===== src/rtl/uart_encoder.sv =====
// Response-word serializer: emits {type char, 8 hex digits[, 8'h0A]} byte by byte into the UART TX.
// Optional trailing newline is enabled by defining UART_ENCODER_NEWLINE_EN.
module uart_encoder (
    input  logic        i_clk,
    input  logic        i_reset_n,
    input  logic        i_stb,
    input  logic [33:0] i_word,
    output logic        o_busy,
    output logic        o_drop,
    output logic [7:0]  o_tx_data,
    output logic        o_tx_stb,
    input  logic        i_tx_busy
);

`ifdef UART_ENCODER_NEWLINE_EN
    localparam logic [3:0] LAST = 4'd9;
`else
    localparam logic [3:0] LAST = 4'd8;
`endif

    typedef enum logic [1:0] {
        IDLE  = 2'd0,
        SEND  = 2'd1,
        GUARD = 2'd2,
        DRAIN = 2'd3
    } state_t;

    state_t      state_q, state_d;
    logic [3:0]  idx_q, idx_d;
    logic [33:0] word_q, word_d;
    logic [7:0]  data_q, data_d;
    logic [3:0]  nibble;
    logic [7:0]  cur_byte;

    always_comb begin
        unique case (idx_q)
            4'd1:    nibble = word_q[31:28];
            4'd2:    nibble = word_q[27:24];
            4'd3:    nibble = word_q[23:20];
            4'd4:    nibble = word_q[19:16];
            4'd5:    nibble = word_q[15:12];
            4'd6:    nibble = word_q[11:8];
            4'd7:    nibble = word_q[7:4];
            4'd8:    nibble = word_q[3:0];
            default: nibble = 4'h0;
        endcase
    end

    // Index 0 is the type char, 1..8 the hex digits, anything above is the newline.
    always_comb begin
        if (idx_q == 4'd0) begin
            unique case (word_q[33:32])
                2'b00:   cur_byte = 8'h41;
                2'b01:   cur_byte = 8'h52;
                2'b10:   cur_byte = 8'h57;
                default: cur_byte = 8'h45;
            endcase
        end else if (idx_q <= 4'd8) begin
            cur_byte = (nibble < 4'd10) ? {4'h3, nibble} : (8'h37 + {4'h0, nibble});
        end else begin
            cur_byte = 8'h0A;
        end
    end

    always_comb begin
        state_d  = state_q;
        idx_d    = idx_q;
        word_d   = word_q;
        data_d   = data_q;
        o_tx_stb = 1'b0;
        o_busy   = (state_q != IDLE);
        o_drop   = i_stb && (state_q != IDLE);
        unique case (state_q)
            IDLE: begin
                if (i_stb) begin
                    word_d  = i_word;
                    idx_d   = 4'd0;
                    state_d = SEND;
                end
            end
            SEND: begin
                if (!i_tx_busy) begin
                    o_tx_stb = 1'b1;
                    data_d   = cur_byte;
                    state_d  = GUARD;
                end
            end
            // UART busy may only rise the cycle after the strobe, so skip looking at it once.
            GUARD: state_d = DRAIN;
            DRAIN: begin
                if (!i_tx_busy) begin
                    if (idx_q == LAST) begin
                        state_d = IDLE;
                    end else begin
                        idx_d   = idx_q + 4'd1;
                        state_d = SEND;
                    end
                end
            end
            default: state_d = IDLE;
        endcase
        o_tx_data = o_tx_stb ? cur_byte : data_q;
    end

    always_ff @(posedge i_clk or negedge i_reset_n) begin
        if (!i_reset_n) begin
            state_q <= IDLE;
            idx_q   <= 4'd0;
            word_q  <= 34'd0;
            data_q  <= 8'h00;
        end else begin
            state_q <= state_d;
            idx_q   <= idx_d;
            word_q  <= word_d;
            data_q  <= data_d;
        end
    end

endmodule

===== config.mk =====
export PLATFORM = sky130hd
export DESIGN_NAME = uart_encoder
export DESIGN_NICKNAME = d
export VERILOG_FILES = /design/src/rtl/uart_encoder.sv
export SDC_FILE = /design/constraint.sdc
export NUM_CORES = 1
export LEC_CHECK = 0
export CAP_MARGIN = 20
export CORE_UTILIZATION = 54
export DETAILED_ROUTE_END_ITERATION = 8
export PLACE_DENSITY = 0.94
export RECOVER_POWER = 50
export SYNTH_ARGS = -nofsm -noshare
export SYNTH_HDL_FRONTEND = slang
export SYNTH_SLANG_ARGS = --single-unit

===== constraint.sdc =====
create_clock -name i_clk -period 4.1 [get_ports i_clk]
set_input_delay 0.41 -clock i_clk [delete_from_list [all_inputs] [get_ports i_clk]]
set_output_delay 0.41 -clock i_clk [all_outputs]
set_load 0.1 [all_outputs]

==> results of run 1 <==
[what timing repair did]
action / 4_1_cts / 5_1_grt
hold buffers: 0 / 1
hold endpoints to repair: 0 / 3
setup endpoints to repair: 0 / 0
[final timing paths]
path                       startpoint           end  slack [ns]  cells after the start
setup reg to reg           state_q[0]     word_q[3]        1.41                      5
max in group asynchronous   i_reset_n     word_q[3]        1.24                      3
hold / removal              i_reset_n    word_q[15]        0.46                      2
setup / recovery             idx_q[0]  o_tx_data[2]        0.53                     11
hold reg to reg             data_q[3]     data_q[3]        0.49                      2
min in group i_clk          data_q[3]     data_q[3]        0.49                      2
[cells by family (layout without fill, tap and decap cells)]
family,Yosys count,after routing,synth area share (%)
buf+inv,23,67,4.07
compound gates,58,58,17.5
fa+ha+maj,11,11,5.52
flops,47,47,47.2
simple gates,47,47,8.79
mux,37,37,16.8
other cells,1,1,0.151
[through the flow]
step	util, %	setup WS, ns
global route	69.9	0.241
floorplan	-	0.0915
finish	69.9	0.527
detailed placement	67.3	0.950
CTS	69.7	0.547
global placement	67.3	1.01
[worst max-delay path, cell delays in order (launching register included)]
cell and delay [ns]:
dfrtp_1 0.43, inv_1 0.11, ha_1 0.31, a22oi_1 0.26, o211ai_1 0.15, a32oi_2 0.41, ha_1 0.25, o311ai_0 0.12
nor2_1 0.10, nand3_1 0.08, a41oi_1 0.28, buf_4 0.34
[flip-flops by register name (all words and copies together), names as in the netlist]
register	flops
word_q	34
data_q	7
state_q	2
idx_q	4
[cell type report]
cell class	count	area share (%)
repair buffers	50	15.1
multi-input cells	154	39.8
flip-flops and latches	47	38.4
clock buffers	5	2.24
inverters	10	1.22
well taps	52	2.12
clock inverters	2	1.22
[layer usage]
layer	global-route usage [%]	routed length [um]	up-vias
met2	36.6	2580	70
met3	5.77	269	8
met4	6.00	64	0
met5	0	0	-
li1	-	-	913
met1	29.3	2200	911
[power groups by stage]
stage	sequential, mW	combinational (mW)	clock (mW)
after floorplan	0.784	1.24	0
after global placement	0.843	1.45	0
after detailed placement	0.854	1.49	0
after CTS	0.844	1.51	0.337
after global routing	0.869	1.62	0.356
final	0.845	1.51	0.331
[cells in the final DEF (no fill, tap or decap), types with 4 or more instances in the layout]
| cell | synthesis | routed |
|---|---|---|
| ha_1 | 11 | 11 |
| clkbuf_8 | 0 | 5 |
| nand3_1 | 10 | 10 |
| a31oi_1 | 4 | 4 |
| inv_1 | 9 | 9 |
| nand2_1 | 23 | 23 |
| dfrtp_1 | 47 | 47 |
| nor2_1 | 4 | 4 |
| a22oi_1 | 4 | 4 |
| o21ai_0 | 4 | 4 |
| o21ai_1 | 9 | 9 |
| clkdlybuf4s50_1 | 0 | 38 |
| a21oi_1 | 10 | 10 |
| buf_4 | 2 | 8 |
| mux2_2 | 34 | 34 |
==> impl_metrics.yaml, run 1 <==
logic_synthesis:
  synth_top_area_share_pct: 47.2
  synth.distinct_cells: 48
  ys_dominant_reg_cell: "dfrtp_1"
  synth_top_area_cell: "dfrtp_1"
  netlist_top_cells_area: "dfrtp_1 (47%), mux2_2 (15%), ha_1 (5.5%), nand2_1 (3.5%), a21oi_1 (2.0%)"
  postSynth.asyncResetShare_pct: 100
  yosysSeqAreaShare_pct: 47.2
  yosysWarnings: 0
  ys_seq_elements: 47
  synth.net_count: 273
  synth_most_common_cell: "dfrtp_1"
  synth_edf_count: 0
  syn_area_um2: 2490
  synthCells: 224
  synth_commonest_cells: "dfrtp_1 (47), mux2_2 (34), nand2_1 (23)"
  synth_area_per_cell_um2: 11.1
grt:
  first_global_vias: 1893
  grt_max_degree: 48
  antenna_found_initial: 0
  grt-ovfl-total: 0
  track_usage_pct: 22.3
  grt_pass1_wl_um: 8660
floorplanning:
  die_h_um: 69.9
  fp.dieW_um: 69.9
  start_util_pct: 56.8
  rows: 24
  die-area_um2: 4890
  core_um2: 4380
  ios: 49
drt:
  vias_per_cell: 5.94
  num_vias: 1902
  wire_per_inst_um: 16.0
  final_antenna_net_count: 0
  drc: 0
  drtPass1Iterations: 5
  drt_iter0_markers: 133
  wl_um: 5110
timing:
  maxSlewHeadroom_pct: -52.0
  fmax_ghz: 0.280
  finalHoldViolCount: 0
  timing.final.crit_share_pct: 87.1
  slew_viol_final: 80
  tns_ns: 0
  setup_violations: 0
  rsz0062_at_grt: "false"
  fin_hold_ws_ns: 0.460
  fin_crit_ns: 3.57
  fin_skew_ns: 0.00268
  tightest_slew_ns: 2.28
clocking:
  cts_max_path_buffers: 2
  cts_tree: "yes"
  clk_latency_ns: 0.30
  cts_buffers: 5
  htree_levels: 2
  clock-root-buffer: "clkbuf_8"
  clock_sinks: 47
  cts_setup_buffers: 0
  path_clk_slew_ns: 0.08
  cts_resized: 0
placed_design:
  dpl-instance-area_um2: 2950
  port-buffer-count: 47
  gp_congestion: 0.930
  hpwl_um: 3650
  post-place-cells: 311
pwr:
  leakagePower_nw: 1.30
  switching_share_pct: 46.9
  power_density_nw_per_um2: 876
  ir_drop_v: 0.000404
  p_switching_mw: 1.26
  p_int_mw: 1.43
  pwr-share-seq_pct: 31.5
  power.total_mw: 2.69
  clockPowerShare_pct: 12.3
  share_comb_of_total_power_pct: 56.2
final_layout:
  nets: 317
  fillCellCount: 324
  diodes: 0
  syn2layout_area_growth_pct: 23.1
  register_area_um2: 1180
  drive_above_1_share_pct: 22.0
  fin_cells: 320
  finalInstanceArea_um2: 3070
  multi_input_comb_area_um2: 1220
hold_path:
  worstHoldPathType: "in2async"
setup_path:
  crit_arrival_ns: 3.16
  crit_required_ns: 3.69
  start_kind: "flop"
  crit_type: "reg2out"
  crit_path_max_fanout: 8
  end_kind: "output pin"
flow_run:
  maxCapViolations: 2
run_status:
  violations: "max-capacitance violations, max-slew violations"
  status: "finished, violations left"
No activity file was read; power rests on OpenSTA's default activity.
==> run 2, diff against run 1 <==
--- a/config.mk
+++ b/config.mk
@@ -10,6 +10,7 @@
 export DETAILED_ROUTE_END_ITERATION = 8
 export PLACE_DENSITY = 0.94
 export RECOVER_POWER = 50
+export REMOVE_ABC_BUFFERS = 1
 export SYNTH_ARGS = -nofsm -noshare
 export SYNTH_HDL_FRONTEND = slang
 export SYNTH_SLANG_ARGS = --single-unit
==> run 2 against run 1 <==
Compared with the run above: the flow still finishes with violations (max-capacitance violations, max-slew violations); count of clock-buffer cells in the layout rose by 1; power fell by 0.86%; sequential cell count did not move; combinational power barely moved; first-iteration DRC count rose by 14%; via count rose by 1.8%.
==> impl_metrics.yaml, run 2 (synthesis gave the netlist of run 1 again) <==
run_status:
  status: "finished, violations left"
  violations: "max-capacitance violations, max-slew violations"
clocking:
  cts_buffers: 5
  clock_sinks: 47
  clock-root-buffer: "clkbuf_8"
  cts_max_path_buffers: 2
  clk_latency_ns: 0.31
  cts_setup_buffers: 0
  path_clk_slew_ns: 0.09
  htree_levels: 2
  cts_tree: "yes"
timing:
  rsz0062_at_grt: "false"
  setup_violations: 0
  timing.final.crit_share_pct: 90.7
  tightest_slew_ns: 2.22
  fin_crit_ns: 3.72
  slew_viol_final: 77
  maxSlewHeadroom_pct: -47.8
  fin_hold_ws_ns: 0.471
  tns_ns: 0
  fmax_ghz: 0.269
  finalHoldViolCount: 0
  fin_skew_ns: 0.00364
floorplanning:
  ios: 49
  rows: 24
  start_util_pct: 56.8
  core_um2: 4380
  die-area_um2: 4890
  die_h_um: 69.9
  fp.dieW_um: 69.9
setup_path:
  crit_slowest_cell: "dfrtp_1"
  cp_slowest_stage_delay_ns: 0.44
  end_kind: "output pin"
  crit_required_ns: 3.69
  cpMostUsedCell: "ha_1"
  crit_arrival_ns: 3.31
  cp_cell_sequence: "inv_1, ha_1, a22oi_1, o211ai_1, a32oi_2, ha_1, o311ai_0, nor2_1, nand3_1, a41oi_1, buf_4"
  crit_type: "reg2out"
  start_kind: "flop"
  crit_path_max_fanout: 8
pwr:
  share_comb_of_total_power_pct: 57.0
  pwr-share-seq_pct: 31.8
  p_int_mw: 1.38
  clockPowerShare_pct: 11.2
  p_switching_mw: 1.28
  power.total_mw: 2.66
  power_density_nw_per_um2: 872
  leakagePower_nw: 1.30
  ir_drop_v: 0.000485
  switching_share_pct: 48.0
grt:
  grt-ovfl-total: 0
  grt_max_degree: 48
  grt_pass1_wl_um: 9090
  antenna_found_initial: 0
  track_usage_pct: 23.4
  first_global_vias: 1900
placed_design:
  port-buffer-count: 47
  gp_congestion: 0.936
  hpwl_um: 3810
  post-place-cells: 311
flow_run:
  maxCapViolations: 2
drt:
  drt_iter0_markers: 152
  vias_per_cell: 6.03
  final_antenna_net_count: 0
  drc: 0
  wire_per_inst_um: 16.4
  wl_um: 5270
  drtPass1Iterations: 6
  num_vias: 1937
final_layout:
  syn2layout_area_growth_pct: 22.6
  regMostFlops: "word_q"
  diodes: 0
  fin_cells: 321
  largest_reg_flops: 34
  drive_above_1_share_pct: 21.9
  final_common_cell: "dfrtp_1"
  final_cell_mix: "dfrtp_1 (47), clkdlybuf4s50_1 (38), mux2_2 (34)"
  nets: 317
  top_regs: "word_q x34, data_q x7, idx_q x4"
hold_path:
  worstHoldPathType: "in2async"
-- run 2: cell count changes in the layout (fill, tap and decap cells not counted), sizes merged --
cell and change:
bufinv -1, clkbuf +1, clkinv +1
-- run 2: worst paths after layout --
kind / endpoint / slack, ns / cells past startpoint / startpoint
min in group i_clk: data_q[1] / 0.50 / 2 / data_q[1]
worst min-delay path: word_q[2] / 0.47 / 2 / i_reset_n
worst min register to register: data_q[1] / 0.50 / 2 / data_q[1]
max in group asynchronous: data_q[2] / 1.26 / 3 / i_reset_n
worst max register to register: data_q[2] / 1.34 / 10 / idx_q[0]
worst max-delay path: o_tx_data[2] / 0.38 / 11 / idx_q[0]
-- run 2: worst max-delay path: cells and delay by family (launching register included) --
family,cells,cell delay [ns]
buffers and inverters,2,0.46
AOI/OAI and AO/OA,5,1.31
adders and majority gates,2,0.58
and+or+nand+nor,2,0.20
DFF,1,0.44
-- run 2: what timing repair did --
action / in CTS / in global routing
resized for setup: 0 / 0
endpoints found under the hold margin: 0 / 4
hold buffers: 0 / 1
-- run 2: layout make-up --
class                           count  area, um^2
Fill cell                         313        1330
Clock inverter                      2        16.3
Multi-Input combinational cell    154        1210
Inverter                           10        37.5
Clock buffer                        6        82.6
Sequential cell                    47        1180
Tap cell                           52        65.1
Timing Repair Buffer               50         462
-- run 2: through the flow --
step                worst slack, ns  util (%)  instance area (um^2)
finish                        0.381      69.6                  3050
global route                  0.172      69.6                  3050
CTS                           0.455      69.4                  3040
detailed placement            0.829      67.2                  2950
global placement              0.986      67.2                  2950
floorplan                    -0.155         -                  2430
-- run 2: metal layers --
layer | track usage (%) | up-vias | wire (um)
met4 | 6.89 | 0 | 76
met5 | 0 | - | 0
li1 | - | 906 | -
met1 | 31.6 | 945 | 2290
met2 | 37.7 | 77 | 2620
met3 | 5.63 | 9 | 281
-- run 2: power by group through the flow --
stage | Combinational [mW] | Sequential (mW) | Clock (mW)
final | 1.52 | 0.847 | 0.297
after global routing | 1.64 | 0.869 | 0.320
after CTS | 1.51 | 0.843 | 0.302
after detailed placement | 1.50 | 0.853 | 0
after global placement | 1.45 | 0.844 | 0
after floorplan | 1.21 | 0.793 | 0
